==> config.mk <==
export PLATFORM = sky130hd
export DESIGN_NAME = isa_brc_gen
export DESIGN_NICKNAME = d
export VERILOG_FILES = /design/src/rtl/isa_brc_gen.sv
export SDC_FILE = /design/constraint.sdc
export NUM_CORES = 1
export LEC_CHECK = 0
export BUFFER_PORTS_ARGS = -buffer_cell sky130_fd_sc_hd__buf_2
export CORE_ASPECT_RATIO = 1.1
export CORE_UTILIZATION = 35
export CTS_CLUSTER_SIZE = 8
export DETAILED_ROUTE_END_ITERATION = 8
export PLACE_DENSITY = 0.49
export RECOVER_POWER = 25
export SLEW_MARGIN = 30
export SYNTH_ARGS = -nofsm -noshare
export SYNTH_HDL_FRONTEND = slang
export SYNTH_SLANG_ARGS = --single-unit
==> constraint.sdc <==
create_clock -name clk -period 5.26 [get_ports clk]
set_input_delay 0.526 -clock clk [delete_from_list [all_inputs] [get_ports clk]]
set_output_delay 0.526 -clock clk [all_outputs]
set_load 0.01 [all_outputs]
==> src/rtl/isa_brc_gen.sv <==
// Conditional branch executor for the ISA execute stage.
// Compares two registers, then loads the IP and optionally writes a link register.
module isa_brc_gen #(
  parameter int WIDTH     = 64,
  parameter int REG_IDX_W = 4,
  parameter int INSN_LEN  = 8,
  parameter int LINK_EN   = 1
) (
  input  logic                 clk,
  input  logic                 rst,
  input  logic                 enabled,
  input  logic [2:0]           cond,
  input  logic                 rel,
  input  logic                 link,
  input  logic [REG_IDX_W-1:0] r0,
  input  logic [REG_IDX_W-1:0] r1,
  input  logic [REG_IDX_W-1:0] r2,
  input  logic [REG_IDX_W-1:0] rl,
  input  logic [WIDTH-1:0]     ip_cur,
  input  logic [WIDTH-1:0]     reg_out,
  output logic [REG_IDX_W-1:0] reg_id,
  output logic                 reg_re,
  output logic                 reg_we,
  output logic [WIDTH-1:0]     reg_in,
  output logic                 ip_set,
  output logic [WIDTH-1:0]     ip_val,
  output logic                 taken,
  output logic                 finished
);

  typedef enum logic [2:0] {
    S_IDLE, S_READ_A, S_READ_B, S_EVAL,
    S_READ_T, S_LINK, S_SET, S_DONE
  } state_t;

  state_t               state_q;
  logic [2:0]           cond_q;
  logic                 rel_q;
  logic                 link_q;
  logic [REG_IDX_W-1:0] r1_q;
  logic [REG_IDX_W-1:0] r2_q;
  logic [REG_IDX_W-1:0] rl_q;
  logic [WIDTH-1:0]     ip_q;
  logic [WIDTH-1:0]     a_q;
  logic [WIDTH-1:0]     b_q;
  logic [REG_IDX_W-1:0] reg_id_q;
  logic                 reg_re_q;
  logic                 reg_we_q;
  logic [WIDTH-1:0]     reg_in_q;
  logic                 ip_set_q;
  logic [WIDTH-1:0]     ip_val_q;
  logic                 taken_q;
  logic                 fin_q;

  logic                 hit_d;
  logic [WIDTH-1:0]     tgt_d;
  logic [WIDTH-1:0]     lnk_d;

  assign reg_id   = reg_id_q;
  assign reg_re   = reg_re_q;
  assign reg_we   = reg_we_q;
  assign reg_in   = reg_in_q;
  assign ip_set   = ip_set_q;
  assign ip_val   = ip_val_q;
  assign taken    = taken_q;
  assign finished = fin_q;

  // Branch condition on the latched operands
  always_comb begin
    hit_d = 1'b0;
    unique case (cond_q)
      3'd0: hit_d = (a_q == b_q);
      3'd1: hit_d = (a_q != b_q);
      3'd2: hit_d = ($signed(a_q) <  $signed(b_q));
      3'd3: hit_d = ($signed(a_q) >= $signed(b_q));
      3'd4: hit_d = (a_q <  b_q);
      3'd5: hit_d = (a_q >= b_q);
      3'd6: hit_d = 1'b1;
      3'd7: hit_d = 1'b0;
    endcase
  end

  // Target and return address, both wrapping silently
  always_comb begin
    tgt_d = rel_q ? (ip_q + reg_out) : reg_out;
    lnk_d = ip_q + WIDTH'(INSN_LEN);
  end

  // Sequencer with registered outputs; enabled low aborts to idle
  always_ff @(posedge clk) begin
    if (rst) begin
      state_q  <= S_IDLE;
      cond_q   <= '0;
      rel_q    <= 1'b0;
      link_q   <= 1'b0;
      r1_q     <= '0;
      r2_q     <= '0;
      rl_q     <= '0;
      ip_q     <= '0;
      a_q      <= '0;
      b_q      <= '0;
      reg_id_q <= '0;
      reg_re_q <= 1'b0;
      reg_we_q <= 1'b0;
      reg_in_q <= '0;
      ip_set_q <= 1'b0;
      ip_val_q <= '0;
      taken_q  <= 1'b0;
      fin_q    <= 1'b0;
    end else if (!enabled) begin
      state_q  <= S_IDLE;
      reg_re_q <= 1'b0;
      reg_we_q <= 1'b0;
      ip_set_q <= 1'b0;
      taken_q  <= 1'b0;
      fin_q    <= 1'b0;
    end else begin
      unique case (state_q)
        S_IDLE: begin
          cond_q   <= cond;
          rel_q    <= rel;
          link_q   <= (LINK_EN != 0) && link;
          r1_q     <= r1;
          r2_q     <= r2;
          rl_q     <= rl;
          ip_q     <= ip_cur;
          reg_id_q <= r0;
          reg_re_q <= 1'b1;
          state_q  <= S_READ_A;
        end
        S_READ_A: begin
          a_q      <= reg_out;
          reg_id_q <= r1_q;
          state_q  <= S_READ_B;
        end
        S_READ_B: begin
          b_q      <= reg_out;
          reg_re_q <= 1'b0;
          state_q  <= S_EVAL;
        end
        S_EVAL: begin
          taken_q <= hit_d;
          if (hit_d) begin
            reg_id_q <= r2_q;
            reg_re_q <= 1'b1;
            state_q  <= S_READ_T;
          end else begin
            fin_q   <= 1'b1;
            state_q <= S_DONE;
          end
        end
        S_READ_T: begin
          reg_re_q <= 1'b0;
          ip_val_q <= tgt_d;
          if (link_q) begin
            reg_id_q <= rl_q;
            reg_in_q <= lnk_d;
            reg_we_q <= 1'b1;
            state_q  <= S_LINK;
          end else begin
            ip_set_q <= 1'b1;
            state_q  <= S_SET;
          end
        end
        S_LINK: begin
          reg_we_q <= 1'b0;
          ip_set_q <= 1'b1;
          state_q  <= S_SET;
        end
        S_SET: begin
          ip_set_q <= 1'b0;
          fin_q    <= 1'b1;
          state_q  <= S_DONE;
        end
        S_DONE: begin
          state_q <= S_DONE;
        end
        default: state_q <= S_IDLE;
      endcase
    end
  end

endmodule

Word level (Yosys, flattened, before mapping)
Index checks and enable logic that the tools add are counted.

cells by class
  add/sub/neg operators = 2
  order comparisons = 4
  equality and inequality tests = 20
  multiplexer cells = 16
  bitwise operators = 1
  reductions and logical operators = 20

operators with widths
  cell                                           count
  greater-or-equal comparator 64 bit             2
  < comparator 64 bit                            2
  adder 64 x 4 -> 64 bit, second input constant  1
  adder 64 bit                                   1
  == test 64 bit                                 1
  2-to-1 mux 64 bit                              1
  inequality test 64 bit                         1
  == test 3 bit, second input constant           8
  one-hot mux 3 bit (7 select lines)             1
  one-hot mux 4 bit (4 select lines)             1
  AND reduction 2 bit                            8
  == test 3 x 2 -> 1 bit, second input constant  4
  2-to-1 mux 4 bit                               2
  inequality test 2 bit, second input constant   4
  one-hot mux 1 bit (8 select lines)             1
  == test 3 x 1 -> 1 bit, second input constant  2
  zero test 3 bit                                2
  one-hot mux 1 bit (3 select lines)             2
  nonzero test 3 bit                             2
  OR reduction 2 bit                             3
  2-to-1 mux 1 bit                               4
  2-to-1 mux 2 bit                               2
  one-hot mux 1 bit (2 select lines)             2
  AND reduction 4 bit                            1
  4 further kinds                                5

storage, ports and cells
  register bits after elaboration = 349
  input port bits = 152
  output and inout port bits = 137
  word-level logic and storage cells = 81

Logic depth before layout (Yosys ltp)
  word-level depth = 4
  mapped depth = 13
  depth with buffers taken out = 13

Worst setup path after synthesis
No wires, ideal clock.

  path kind = input -> register
  from = in reg_out[0]
  to = reg ip_val_q[62], in the netlist ip_val[62]
  setup time = 0.088 ns
  arrival = 3.212 ns
  required time = 5.172 ns
  setup slack = 1.960 ns
  cell stages on the path = 13
  buffers on the path = 0
  path through = ha_1 inv_1 fa_1 and2b_1 o31ai_2 and3_4 o21ai_4 a41oi_2 o41a_1 o2111ai_4 nand4b_1 nor3b_1 o32ai_2

on the way
  longest elaborated chain between the ends = 2

ends and longest elaborated chain
  item                    line  source
  start: declaration      20    input logic [WIDTH-1:0] reg_out,
  adder 64 bit            85    tgt_d = rel_q ? (ip_q + reg_out) : reg_out;
  2-to-1 mux 64 bit       85
  end signal: assignment  154   ip_val_q <= tgt_d;
  end: declaration        51    logic [WIDTH-1:0] ip_val_q;

No other way between the ends.
A chain may end at the register's enable or synchronous reset.

==> run metrics <==
global router's overall resource usage=between 20% and 30%; post-route ant nets=0; flip-flop and latch count after synthesis=about 350; Max Slew Vio Count=71; power share of the clock group=between 40% and 50%; Min-Delay Path Class=in2reg; transition at the pin with the smallest max-transition slack=roughly 3.6 ns; Avg Inst Size Synth=between 7 and 8 um2; post-detailed-route via-to-cell ratio=approximately 5.4; wirelength, routed=around 68000 um; number of nets in the finished design=2998; Fin Hold WS=between 0.15 and 0.2 ns; post-CTS repair timing setup buffer count=0; Critical-path top delay cell=sky130_fd_sc_hd__clkbuf_1; logic gate share of total power=15.5%; most used flip-flop cell after synthesis=sky130_fd_sc_hd__dfxtp_1; critical path data required time=5.68 ns; number of max-cap violations=1; largest voltage drop on the vdd net=0.204 mV; category of the worst setup path capture point=flop; number of hold-slack violations in the final timing report=0; Initial Util=a little over a third; Reg2Reg Launch Point=ip_q[13]; post-synthesis instance area=about 19000 um2; Final HPWL DP=49800 um; Sequential cell area=about 7000 um2; internal power component=4.79 mW; FF-to-FF setup slack=1.53 ns; clock network latency to the later pin of the worst-skew pair=0.59 ns; proportion of layout cells with a drive suffix above 1=10.4%; violations in the final reports=capacitance limit, slew limit; end of the worst register-to-register path=ip_val[61]; Synth area leaders=sky130_fd_sc_hd__dfxtp_1 (36%), sky130_fd_sc_hd__nand2_1 (10%), sky130_fd_sc_hd__a21oi_1 (9.5%); post-synthesis instance total=2506; Max Clock Skew=between 0.01 and 0.015 ns; maximum net fanout on the critical path=70; outcome=finished with violations; DRC violations left=0; number of antenna violations at the first check in global routing=7; Clk Tree Root Cell=sky130_fd_sc_hd__clkbuf_16; area of the core=54000 um2; Critical Path Max Stage Delay=2.47 ns; DIE AREA=between 50000 and 60000 um2; min cycle time layout=4.02 ns; number of filler instances in the final layout=~5700; hold path startpoint=cond[0]; post-placement worst setup slack=1.24 ns; CTS tree=done; ys async rst share=0%; die width=226 um; post-CTS resize count=0; violation count after the first detailed-route iteration=roughly 940; Placer Congestion=0.928; final setup fails=0; worst reg2reg path depth=11; maximum frequency from static timing analysis=249 MHz; number of iterations in the first detailed-routing pass=5; library cell occupying the most area in the post-synthesis netlist=sky130_fd_sc_hd__dfxtp_1; total of warnings raised by yosys=0; global-route wire length before repair=~100000 um; leakage power figure=between 8 and 9 nW; critical path data arrival time=4.44 ns; setup repair after global routing missed its margin=no; CTS Buffer Depth=3; accumulated negative setup slack=0 ns; critical path startpoint category=primary input; switching fraction of total power=28.8%; P per Cell Area=300 nW/um2; H-tree level count=2; number of distinct library cells after synthesis=85; NetSw=1.94 mW; number of synthesized flops with an enable pin=0; worst path cell trace=clkbuf_1 -> inv_1 -> buf_4 -> nand2_1 -> o32ai_1; global route overflow=0; IO buf count=between 200 and 300; number of primary I/O pins=289; CTS sink cnt=around 350; Hold Crit Depth=3; slack of the critical path=1.24 ns; via count of the first global-routing pass=about 18000; synthesized net count=2787; Worst Setup Path Type=in2reg; end point of the worst hold path=cond_q[0]; die extent in y=around 250 um; Worst-path clk slew=0.05 ns; count of hold-fix buffers inserted at cts=0; portion of the clock cycle consumed by the worst path in the final layout=76.4%; DR vias=18500; CP top delay family=buffers and inverters; Total Power Consumption=6.73 mW; area share of the largest cell type after synthesis=36.2%; sequential cell area fraction in the yosys report=36.2%; Rel. slew slack=-139%; footprint of the multi-input gates=11400 um2; floorplan row count=89; area growth from synthesis to final layout=16.4%; CTS buffer count=49; largest net degree at the start of global routing=87; number of buffer and inverter stages on the critical path=3; share of the core filled with cells in the final layout=between 40% and 50%; average wire length per cell after detail routing=19.8 um; power share of the sequential group=41.7%
==> per-layer routing <==
layer	vias to the layer above	part of all wire, %	track usage (%)	wire (um)
li1	9203	-	-	-
met1	8802	42	28.9	28700
met2	421	50	43.1	34200
met3	114	5.4	4.56	3670
met4	6	2.7	7.06	1870
met5	-	0.050	0	34
==> state kept, by name (all words and copies together) (netlist names), 3 cells and up <==
signal   flops
state_q      3
cond_q       3
reg_id       4
ip_val      64
b_q         64
rl_q         4
a_q         64
ip_q        64
reg_in      64
r2_q         4
r1_q         4
==> layout by cell type (no fill, tap or decap), drive strengths merged, types with 41 or more instances in the layout <==
cell | netlist | routed
inv | 100 | 101
nand4 | 41 | 41
a211oi | 84 | 84
nand3 | 55 | 55
xor2 | 49 | 49
o21ai | 91 | 91
xnor2 | 41 | 41
clkbuf | 131 | 175
a21o | 44 | 44
nand2 | 529 | 529
ha | 128 | 128
nor2 | 155 | 155
buf | 17 | 188
dfxtp | 349 | 349
a21oi | 367 | 367
==> cells in the mapped netlist (11+ instances only) <==
library cell / n
sky130_fd_sc_hd__a211oi_1: 83
sky130_fd_sc_hd__a21o_1: 44
sky130_fd_sc_hd__a21oi_1: 366
sky130_fd_sc_hd__a221oi_1: 13
sky130_fd_sc_hd__a311oi_1: 21
sky130_fd_sc_hd__a31oi_1: 19
sky130_fd_sc_hd__and2_1: 14
sky130_fd_sc_hd__and3_1: 19
sky130_fd_sc_hd__clkbuf_1: 131
sky130_fd_sc_hd__dfxtp_1: 349
sky130_fd_sc_hd__ha_1: 128
sky130_fd_sc_hd__inv_1: 98
sky130_fd_sc_hd__mux2i_1: 33
sky130_fd_sc_hd__nand2_1: 529
sky130_fd_sc_hd__nand2b_1: 11
sky130_fd_sc_hd__nand3_1: 52
sky130_fd_sc_hd__nand4_1: 41
sky130_fd_sc_hd__nor2_1: 154
sky130_fd_sc_hd__nor3_1: 30
sky130_fd_sc_hd__o21ai_0: 82
sky130_fd_sc_hd__o21bai_1: 15
sky130_fd_sc_hd__or3_1: 22
sky130_fd_sc_hd__xnor2_1: 41
sky130_fd_sc_hd__xor2_1: 49
==> tightest hold or removal path, stage by stage <==
cell and delay, ns:
sky130_fd_sc_hd__buf_2 0.10, sky130_fd_sc_hd__nand2_1 0.04, sky130_fd_sc_hd__a21oi_1 0.05
==> layout make-up <==
type,instances,share of cell area (%)
diodes,3,0.0334
repair buffers,308,6.55
inverters,101,1.69
well taps,728,4.06
clock buffers,55,5.75
flip-flops and latches,349,31.1
clock inverters,1,0.0390
multi-input cells,1908,50.8
==> power by group through the flow <==
stage / registers [mW] / clock network (mW) / logic (mW)
4_1_cts: 2.81 / 2.96 / 1.04
3_3_place_gp: 2.86 / 0 / 1.04
2_1_floorplan: 2.82 / 0 / 0.713
3_5_place_dp: 2.86 / 0 / 1.04
6_report: 2.81 / 2.88 / 1.04
5_1_grt: 2.82 / 3.06 / 1.15
==> cells by family (layout without fill, tap and decap cells) <==
logic type / Yosys count / in the layout / share of synthesized area [%]
fa+ha+maj: 129 / 129 / 8.40
flops: 349 / 349 / 36.2
other cells: 0 / 3 / 0
compound gates: 721 / 721 / 23.1
mux: 33 / 33 / 1.71
buf+inv: 249 / 465 / 4.91
xor+xnor: 90 / 90 / 4.08
simple gates: 935 / 935 / 21.6
==> per-stage QoR <==
| step | std cells | instance area, um2 |
|---|---|---|
| global route | 3450 | 22500 |
| finish | 3453 | 22500 |
| CTS | 3450 | 22600 |
| floorplan | 2506 | 19300 |
| detailed placement | 3394 | 21300 |
| global placement | 3394 | 21300 |
==> worst max-delay path by stage <==
stage	startpoint	end	cells after the start
3_5_place_dp	reg_out[0]	ip_val[62]	14
6_report	rst	ip_val[60]	5
4_1_cts	ip_q[13]	ip_val[61]	11
5_1_grt	rst	ip_val[60]	5
2_1_floorplan	reg_out[0]	ip_val[62]	13
3_3_place_gp	reg_out[0]	ip_val[62]	14
Note: power is estimated with default switching activity, not from simulation.
